### config.mk
export PLATFORM = sky130hd
export DESIGN_NAME = rgb_cmd_pwm
export DESIGN_NICKNAME = d
export VERILOG_FILES = /design/src/rtl/rgb_cmd_pkg.sv /design/src/rtl/pwm_channel.sv /design/src/rtl/rgb_cmd_pwm.sv
export SDC_FILE = /design/constraint.sdc
export NUM_CORES = 1
export LEC_CHECK = 0
export CAP_MARGIN = 10
export CORE_MARGIN = 8
export CORE_UTILIZATION = 43
export DETAILED_ROUTE_END_ITERATION = 10
export PLACE_DENSITY = 0.67
export REMOVE_ABC_BUFFERS = 1
export SYNTH_ARGS = -nofsm -noshare
export SYNTH_HDL_FRONTEND = slang
export SYNTH_SLANG_ARGS = --single-unit
### constraint.sdc
create_clock -name CLK -period 2 [get_ports CLK]
set_clock_uncertainty 0.2 [all_clocks]
set_input_delay 0.2 -clock CLK [delete_from_list [all_inputs] [get_ports CLK]]
set_output_delay 0.2 -clock CLK [all_outputs]
set_load 0.02 [all_outputs]
### src/rtl/rgb_cmd_pkg.sv
// Shared types and helpers for the RGB command parser: FSM states, channel ids,
// ASCII constants and a hex-digit decoder.
package rgb_cmd_pkg;

  typedef enum logic [2:0] {
    StIdle,
    StHexHi,
    StHexLo,
    StTerm,
    StAck
  } state_e;

  typedef enum logic [1:0] {
    ChRed,
    ChGreen,
    ChBlue
  } chan_e;

  localparam logic [7:0] CharCr   = 8'h0D;
  localparam logic [7:0] CharLf   = 8'h0A;
  localparam logic [7:0] CharRUp  = 8'h52;
  localparam logic [7:0] CharRLo  = 8'h72;
  localparam logic [7:0] CharGUp  = 8'h47;
  localparam logic [7:0] CharGLo  = 8'h67;
  localparam logic [7:0] CharBUp  = 8'h42;
  localparam logic [7:0] CharBLo  = 8'h62;

  typedef struct packed {
    logic       valid;
    logic [3:0] nib;
  } hex_t;

  function automatic hex_t hex_decode(input logic [7:0] c);
    hex_t h;
    h.valid = 1'b1;
    h.nib   = c[3:0];
    if (c >= 8'h30 && c <= 8'h39) begin
      h.nib = c[3:0];
    end else if ((c >= 8'h41 && c <= 8'h46) || (c >= 8'h61 && c <= 8'h66)) begin
      // 'A'/'a' have low nibble 1, so adding 9 yields 10..15
      h.nib = c[3:0] + 4'd9;
    end else begin
      h.valid = 1'b0;
    end
    return h;
  endfunction

  function automatic logic is_term(input logic [7:0] c);
    return (c == CharCr) || (c == CharLf);
  endfunction

endpackage

### src/rtl/pwm_channel.sv
// One PWM output: shadow duty register reloaded at period wrap, compare
// against the shared counter, registered active-low pin.
module pwm_channel (
  input  logic       clk,
  input  logic       rst,
  input  logic [7:0] duty,
  input  logic       load,
  input  logic [7:0] cnt,
  output logic       pin_n
);

  logic [7:0] shadow_q;

  always_ff @(posedge clk) begin
    if (rst) begin
      shadow_q <= 8'h00;
      pin_n    <= 1'b1;
    end else begin
      if (load) begin
        shadow_q <= duty;
      end
      pin_n <= !(cnt < shadow_q);
    end
  end

endmodule

### src/rtl/rgb_cmd_pwm.sv
// ASCII command parser driving three 8-bit PWM LED channels.
// Define RGB_CMD_ECHO_EN to transmit an acknowledge byte after each command.
module rgb_cmd_pwm
  import rgb_cmd_pkg::*;
#(
  parameter int unsigned PWM_PRESCALE = 4,
  parameter logic [7:0]  ACK_OK       = 8'h4B,
  parameter logic [7:0]  ACK_ERR      = 8'h3F
) (
  input  logic       CLK,
  input  logic       RST,
  input  logic [7:0] RX_DATA,
  input  logic       RX_VALID,
  output logic [7:0] TX_DATA,
  output logic       TX_START,
  input  logic       TX_BUSY,
  output logic       RED_N,
  output logic       GREEN_N,
  output logic       BLUE_N
);

  localparam int unsigned PreW = (PWM_PRESCALE > 1) ? $clog2(PWM_PRESCALE) : 1;

  state_e     state_q, state_d;
  chan_e      chan_q, chan_d;
  logic [7:0] pending_q, pending_d;
  logic [7:0] duty_q [3];
  logic [7:0] duty_d [3];
  logic       cmd_ok, cmd_err;
  hex_t       hex;

`ifdef RGB_CMD_ECHO_EN
  logic [7:0] tx_data_q, tx_data_d;
  logic       tx_start_q, tx_start_d;
`endif

  always_comb begin
    state_d   = state_q;
    chan_d    = chan_q;
    pending_d = pending_q;
    duty_d    = duty_q;
    cmd_ok    = 1'b0;
    cmd_err   = 1'b0;
    hex       = hex_decode(RX_DATA);
`ifdef RGB_CMD_ECHO_EN
    tx_data_d  = tx_data_q;
    tx_start_d = 1'b0;
`endif
    unique case (state_q)
      StIdle: begin
        if (RX_VALID) begin
          case (RX_DATA)
            CharRUp, CharRLo: begin chan_d = ChRed;   state_d = StHexHi; end
            CharGUp, CharGLo: begin chan_d = ChGreen; state_d = StHexHi; end
            CharBUp, CharBLo: begin chan_d = ChBlue;  state_d = StHexHi; end
            // Bare terminators are swallowed so CRLF line endings are harmless
            default: cmd_err = !is_term(RX_DATA);
          endcase
        end
      end
      StHexHi: begin
        if (RX_VALID) begin
          if (hex.valid) begin
            pending_d[7:4] = hex.nib;
            state_d        = StHexLo;
          end else begin
            cmd_err = 1'b1;
          end
        end
      end
      StHexLo: begin
        if (RX_VALID) begin
          if (hex.valid) begin
            pending_d[3:0] = hex.nib;
            state_d        = StTerm;
          end else begin
            cmd_err = 1'b1;
          end
        end
      end
      StTerm: begin
        if (RX_VALID) begin
          if (is_term(RX_DATA)) begin
            case (chan_q)
              ChRed:   duty_d[0] = pending_q;
              ChGreen: duty_d[1] = pending_q;
              default: duty_d[2] = pending_q;
            endcase
            cmd_ok = 1'b1;
          end else begin
            cmd_err = 1'b1;
          end
        end
      end
`ifdef RGB_CMD_ECHO_EN
      StAck: begin
        if (!TX_BUSY) begin
          tx_start_d = 1'b1;
          state_d    = StIdle;
        end
      end
`endif
      default: state_d = StIdle;
    endcase

    if (cmd_ok || cmd_err) begin
`ifdef RGB_CMD_ECHO_EN
      tx_data_d = cmd_ok ? ACK_OK : ACK_ERR;
      state_d   = StAck;
`else
      state_d   = StIdle;
`endif
    end
  end

  always_ff @(posedge CLK) begin
    if (RST) begin
      state_q   <= StIdle;
      chan_q    <= ChRed;
      pending_q <= 8'h00;
      duty_q    <= '{default: 8'h00};
    end else begin
      state_q   <= state_d;
      chan_q    <= chan_d;
      pending_q <= pending_d;
      duty_q    <= duty_d;
    end
  end

`ifdef RGB_CMD_ECHO_EN
  always_ff @(posedge CLK) begin
    if (RST) begin
      tx_data_q  <= 8'h00;
      tx_start_q <= 1'b0;
    end else begin
      tx_data_q  <= tx_data_d;
      tx_start_q <= tx_start_d;
    end
  end

  assign TX_DATA  = tx_data_q;
  assign TX_START = tx_start_q;
`else
  logic unused_tx_busy;
  assign unused_tx_busy = TX_BUSY;
  assign TX_DATA        = 8'h00;
  assign TX_START       = 1'b0;
`endif

  // Shared PWM timebase
  logic [PreW-1:0] pre_q;
  logic [7:0]      cnt_q;
  logic            step, wrap;
  logic [2:0]      pin_n;

  assign step = (pre_q == PreW'(PWM_PRESCALE - 1));
  assign wrap = step && (cnt_q == 8'hFF);

  always_ff @(posedge CLK) begin
    if (RST) begin
      pre_q <= '0;
      cnt_q <= 8'h00;
    end else if (step) begin
      pre_q <= '0;
      cnt_q <= cnt_q + 8'd1;
    end else begin
      pre_q <= pre_q + 1'b1;
    end
  end

  for (genvar c = 0; c < 3; c++) begin : g_chan
    pwm_channel u_pwm (
      .clk   (CLK),
      .rst   (RST),
      .duty  (duty_q[c]),
      .load  (wrap),
      .cnt   (cnt_q),
      .pin_n (pin_n[c])
    );
  end

  assign RED_N   = pin_n[0];
  assign GREEN_N = pin_n[1];
  assign BLUE_N  = pin_n[2];

endmodule

==> impl_metrics.env, run 1 <==
export IMPL_hold_path_class="input pin to flip-flop"
export IMPL_seqPwrFrac_pct=51.1
export IMPL_final_hold_viol_count=0
export IMPL_async_reset_ff_share_pct=0
export IMPL_swShare_pct=22.1
export IMPL_period_minus_slack_ps=1920
export IMPL_reg2reg_setup_slack_ps=90
export IMPL_p_leak_nw=1.79
export IMPL_place_area_mm2=0.00406
export IMPL_netlist_area_mm2=0.00364
export IMPL_synth_seq_cells=73
export IMPL_path_max_fanout=3
export IMPL_timing_critical_path_to_type="flip-flop"
export IMPL_register_area_mm2=0.00147
export IMPL_synth_top_family_by_area="simple AND/OR/NAND/NOR gates"
export IMPL_synth_compound_area_share_pct=12.8
export IMPL_yosysSeqAreaShare_pct=40.1
export IMPL_required_ps=2040
export IMPL_die_w_um=108
export IMPL_cts_buffers=9
export IMPL_synth_cells=420
export IMPL_max_freq_mhz=520
export IMPL_finalSetupViolations=0
export IMPL_dp_hpwl_um=5580
export IMPL_outcome="finished, final reports clean"
export IMPL_worstSetupStartpointType="input pin"
export IMPL_first_global_vias=2872
export IMPL_min_path_cells=2
export IMPL_clockRootBuffer="clkbuf_8"
export IMPL_relSlewSlack_pct=61.4
export IMPL_grt_antenna_before_repair=0
export IMPL_htreeDepth=3
export IMPL_combPwrFrac_pct=6.0
export IMPL_multiInputGateArea_mm2=0.00199
export IMPL_grt_max_degree=28
export IMPL_p_per_area_mw_per_mm2=659
export IMPL_drc=0
export IMPL_clockBufferDepth=2
export IMPL_synthAdderAreaFrac_pct=11.0
export IMPL_p_int_w=0.00223
export IMPL_hold_end="cnt_q[2]"
export IMPL_synthTopCellsByArea="dfxtp_1 40%, ha_1 11%, mux2i_1 7.7%"
export IMPL_synthMuxAreaShare_pct=8.31
export IMPL_power_switching_w=0.000631
export IMPL_final_design_area_no_fill_mm2=0.00434
export IMPL_routedWlPerCell_um=12.7
export IMPL_synth_most_common_cell="dfxtp_1"
export IMPL_start_util_pct=44.3
export IMPL_num_antenna_cells=0
export IMPL_ys_types=46
export IMPL_syn_avg_cell_area_um2=8.67
export IMPL_synthFlopType="dfxtp_1"
export IMPL_layout_drive_gt1_share_pct=16.7
export IMPL_yosys_area_top_type_share_pct=40.1
export IMPL_vias=2802
export IMPL_finalNonFillerCells=571
export IMPL_arrival_ps=1960
export IMPL_nNetsFinal=505
export IMPL_vias_per_cell=4.91
export IMPL_synth_xor_area_share_pct=1.68
export IMPL_cts_tree="done"
export IMPL_fillers=800
export IMPL_coreArea_mm2=0.00822
export IMPL_drtPass1Iterations=6
export IMPL_synth_top_area_cell="dfxtp_1"
export IMPL_syn_to_final_growth_pct=19.1
export IMPL_timing_max_cap_violations=0
export IMPL_worst_slew_pin_slew_ps=579
export IMPL_startpoint="RX_DATA[1]"
export IMPL_clkSinkCount=73
export IMPL_hp_start="RST"
export IMPL_slew_viol_final=0
export IMPL_std_cell_rows=33
export IMPL_crit_type="input pin to flip-flop"
export IMPL_io_pins=24
export IMPL_routed_wl_um=7260
export IMPL_dp_cells=552
export IMPL_yosysWarnings=0
export IMPL_worstReg2RegStart="state_q[0]"
export IMPL_peakVddDrop_v=0.000399
export IMPL_clk_pin_slew_ps=80
export IMPL_synth_simple_area_share_pct=18.9
export IMPL_place_congestion=0.780
export IMPL_cts_hold_buffers=0
export IMPL_drtIter0Drc=145
export IMPL_r2r_end="state_q[0]"
export IMPL_die_height_um=108
export IMPL_insertion_delay_ps=340
export IMPL_synth_edf_count=0
export IMPL_grt_setup_unrepaired="yes"
export IMPL_p_clk_share_pct=42.8
export IMPL_grt_pass1_wl_um=12900
export IMPL_synth_common_cells="73 x dfxtp_1, 65 x nand2_1, 42 x nor2_1, 34 x a21oi_1, 32 x ha_1"
export IMPL_reg2reg_depth=7
export IMPL_dieArea_mm2=0.0117
export IMPL_final_util_pct=52.8
export IMPL_io_buffers=13
export IMPL_period_share_pct=96.1
export IMPL_route_antenna_remaining_nets=0
export IMPL_grtUsageTotal_pct=13.6
export IMPL_gr_total_overflow=0
power by group through the flow:
stage | combinational [W] | clock [W] | sequential [W]
5_1_grt | 0.000191 | 0.00132 | 0.00146
6_report | 0.000173 | 0.00122 | 0.00146
3_5_place_dp | 0.000170 | 0 | 0.00150
2_1_floorplan | 0.0000697 | 0 | 0.00150
3_3_place_gp | 0.000164 | 0 | 0.00150
4_1_cts | 0.000172 | 0.00125 | 0.00147
per-stage QoR:
| step | setup slack [ps] | hold slack (ps) | total power [W] | TNS, ps |
|---|---|---|---|---|
| after floorplan | -437 | 69.1 | 0.00157 | -5290 |
| after global placement | -474 | 216 | 0.00166 | -12740 |
| after detailed placement | -516 | 222 | 0.00167 | -14190 |
| after CTS | 43.7 | 132 | 0.00289 | 0 |
| after global routing | -19.6 | 157 | 0.00297 | -22.3 |
| final | 78.2 | 133 | 0.00286 | 0 |
timing repair:
action                     CTS  global route
gates resized for setup     18            13
pin swaps                    6             4
buffers inserted             3             0
setup endpoints to repair   21            26
worst max-delay path, cell delays in order:
cell and delay [ps]:
dlygate4sd2_1 260, inv_1 80, ha_2 190, o21bai_1 110, a2111o_1 400, a311oi_2 300, buf_4 170, mux2i_1 190
nor2b_1 60
registers in the layout, summed over array words and instances (netlist names):
register,flops
state_q,2
g_chan.u_pwm.shadow_q,24
duty_q,24
chan_q,2
pending_q,8
cnt_q,8
g_chan.u_pwm.pin_n,3
pre_q,2
per-layer routing:
layer	share of wire, %	vias up	GRT usage [%]
met3	3.5	16	3.03
met4	2.5	0	7.63
met5	0	-	0
met1	45	1254	15.3
met2	49	42	23.3
li1	-	1490	-
worst max-delay path by stage:
| stage | to | slack [ps] |
|---|---|---|
| after global placement | duty_q[23] | -470 |
| after CTS | state_q[0] | 40 |
| after floorplan | duty_q[16] | -440 |
| final | state_q[0] | 80 |
| after global routing | duty_q[20] | -20 |
| after detailed placement | duty_q[20] | -520 |
cell usage in the layout (no fill, tap or decap), types with 4 or more instances in the layout:
cell              n
a21o_1            9
a211oi_1          7
nand2b_1          4
dlygate4sd2_1     4
dfxtp_1          69
o211ai_1          5
conb_1            9
xor2_1            4
ha_1             30
clkbuf_8          9
nand2_1          65
mux2i_1          26
clkdlybuf4s50_1   4
nand3_1          12
inv_1            28
buf_4            34
nor2_1           42
a21oi_1          34
layout make-up:
type	count	area share, %
multi-input cells	297	46.0
flip-flops and latches	73	33.9
repair buffers	51	9.72
well taps	105	3.03
clock buffers	10	2.94
inverters	29	2.51
clock inverters	6	1.90
cell families (layout without fill, tap and decap cells):
kind of cell,Yosys count,count (layout)
DFF,73,73
and+or+nand+nor,147,147
adders and majority gates,32,32
xor gates and xnor gates,7,7
AOI/OAI and AO/OA,72,72
other,1,9
buffers and inverters,58,96
muxes,30,30
(Power assumes the default switching activity.)
==> run 2, diff against run 1 <==
Settings changed: CORE_MARGIN 8 to 2.
==> impl_metrics.env, run 2 (same netlist as run 1, synthesis figures left out) <==
export IMPL_cts_buffers=9
export IMPL_holdWs_ps=221
export IMPL_nNetsFinal=505
export IMPL_min_path_cells=2
export IMPL_grt_pass1_wl_um=12600
export IMPL_mostFrequentLayoutCell="dfxtp_1"
export IMPL_gr_total_overflow=0
export IMPL_htreeDepth=3
export IMPL_relSlewSlack_pct=46.3
export IMPL_io_buffers=13
export IMPL_fillers=763
export IMPL_required_ps=2000
export IMPL_hold_path_class="input pin to flip-flop"
export IMPL_insertion_delay_ps=340
export IMPL_worstReg2RegStart="state_q[0]"
export IMPL_clockRootBuffer="clkbuf_8"
export IMPL_cts_hold_buffers=0
export IMPL_die_w_um=96.0
export IMPL_final_hold_viol_count=0
export IMPL_period_share_pct=95.3
export IMPL_p_clk_share_pct=41.7
export IMPL_worstSetupStartpointType="input pin"
export IMPL_routedWlPerCell_um=12.7
export IMPL_dp_slack_ps=-540
export IMPL_drtPass1Iterations=4
export IMPL_finalSetupViolations=0
export IMPL_cts_tree="done"
export IMPL_reg_top3="duty_q x24, g_chan.u_pwm.shadow_q x24"
export IMPL_hp_start="RST"
export IMPL_clkSinkCount=73
export IMPL_r2r_end="state_q[1]"
export IMPL_peakVddDrop_v=0.000347
export IMPL_coreArea_mm2=0.00822
export IMPL_first_global_vias=2826
export IMPL_slew_viol_final=0
export IMPL_num_antenna_cells=0
export IMPL_routed_wl_um=7260
export IMPL_grtUsageMet3_pct=3.13
export IMPL_drc=0
export IMPL_vias=2840
export IMPL_seqPwrFrac_pct=51.9
export IMPL_start_util_pct=44.3
export IMPL_timing_critical_path_to_type="flip-flop"
export IMPL_std_cell_rows=33
export IMPL_outcome="finished, final reports clean"
export IMPL_vias_per_cell=4.97
export IMPL_crit_type="input pin to flip-flop"
export IMPL_grt_max_degree=40
export IMPL_combPwrFrac_pct=6.4
export IMPL_busiest_layer="met2"
export IMPL_period_minus_slack_ps=1910
export IMPL_worst_path_largest_cell_delay_ps=540
export IMPL_grtUsageMet1_pct=19.8
export IMPL_io_pins=24
export IMPL_timing_max_cap_violations=0
export IMPL_worst_slew_pin_slew_ps=805
export IMPL_path_max_fanout=8
export IMPL_clockBufferDepth=2
export IMPL_max_freq_mhz=525
export IMPL_final_util_pct=53.5
export IMPL_worst_slack_ps=94.0
export IMPL_clk_pin_slew_ps=70
export IMPL_reg2reg_depth=7
export IMPL_place_congestion=0.824
export IMPL_hold_end="cnt_q[0]"
export IMPL_crit_slowest_cell="or4b_4"
export IMPL_crit_chain="clkdlybuf4s15_1, or4b_4, nor4_4, nor3b_2, buf_6, mux2i_1, nor2_1"
export IMPL_grt_antenna_before_repair=0
export IMPL_layout_common_cells="71 x dfxtp_1, 65 x nand2_1, 41 x nor2_1"
export IMPL_p_per_area_mw_per_mm2=641
export IMPL_arrival_ps=1900
export IMPL_layout_drive_gt1_share_pct=17.6
export IMPL_power_switching_w=0.000639
export IMPL_use_met2_pct=31.7
export IMPL_p_int_w=0.00218
export IMPL_dp_hpwl_um=5430
export IMPL_grt_setup_unrepaired="no"
export IMPL_p_leak_nw=1.80
export IMPL_route_antenna_remaining_nets=0
export IMPL_drtIter0Drc=107
export IMPL_die_height_um=96.0
export IMPL_swShare_pct=22.7
export IMPL_reg2reg_setup_slack_ps=100
export IMPL_dieArea_mm2=0.00922
export IMPL_syn_to_final_growth_pct=20.6
export IMPL_grtUsageTotal_pct=17.4
run 2: cell types whose count changed in the layout (fill, tap and decap cells not counted), sizes merged:
cell,change
clkinv,+1
clkinvlp,-1
bufinv,-1
clkdlybuf4s15,+1
run 2: worst max-delay path by stage:
| stage | start | to | slack, ps | cells after the start |
|---|---|---|---|---|
| final | RX_DATA[5] | duty_q[23] | 90 | 7 |
| after floorplan | RX_DATA[7] | duty_q[16] | -440 | 5 |
| after global placement | RX_DATA[7] | duty_q[17] | -490 | 7 |
| after CTS | state_q[0] | state_q[1] | 2 | 7 |
| after global routing | RX_DATA[5] | duty_q[16] | 3 | 7 |
| after detailed placement | RX_DATA[7] | duty_q[19] | -540 | 7 |
run 2: worst max-delay path: cells and delay by family:
kind	cells	cell delay (ps)
simple gates	4	1150
buf+inv	2	350
mux	1	200
run 2: what timing repair did:
item / 4_1_cts / 5_1_grt
cloned: 0 / 0
endpoints found under the setup margin: 31 / 11
resized for setup: 25 / 12
pin swaps: 7 / 3
endpoints found under the hold margin: 0 / 0
setup buffers: 3 / 0
run 2: metal layers:
| layer | share of wire, % | wire length, um |
|---|---|---|
| met1 | 45 | 3300 |
| met2 | 49 | 3580 |
| met3 | 2.8 | 200 |
| met4 | 2.6 | 186 |
| met5 | 0 | 0 |
run 2: power by group through the flow:
stage	clock, W	combinational [W]	sequential [W]
after global routing	0.00126	0.000198	0.00146
final	0.00117	0.000179	0.00146
after floorplan	0	0.0000697	0.00150
after CTS	0.00120	0.000179	0.00147
after global placement	0	0.000168	0.00150
after detailed placement	0	0.000172	0.00150
run 2: area by class of cell:
class / count / area [um2] / share of cell area [%]
inverters: 29 / 109 / 2.48
clock buffers: 11 / 151 / 3.45
well taps: 105 / 131 / 2.99
flip-flops and latches: 73 / 1470 / 33.4
repair buffers: 51 / 435 / 9.91
clock inverters: 5 / 53.8 / 1.22
multi-input cells: 297 / 2040 / 46.5
run 2: through the flow:
stage / instances / area (um2) / TNS [ps] / total power [W]
after floorplan: 399 / 3520 / -5290 / 0.00157
after global placement: 552 / 4070 / -13580 / 0.00167
after detailed placement: 552 / 4070 / -15200 / 0.00167
after CTS: 571 / 4370 / 0 / 0.00284
after global routing: 571 / 4390 / 0 / 0.00292
final: 571 / 4390 / 0 / 0.00282
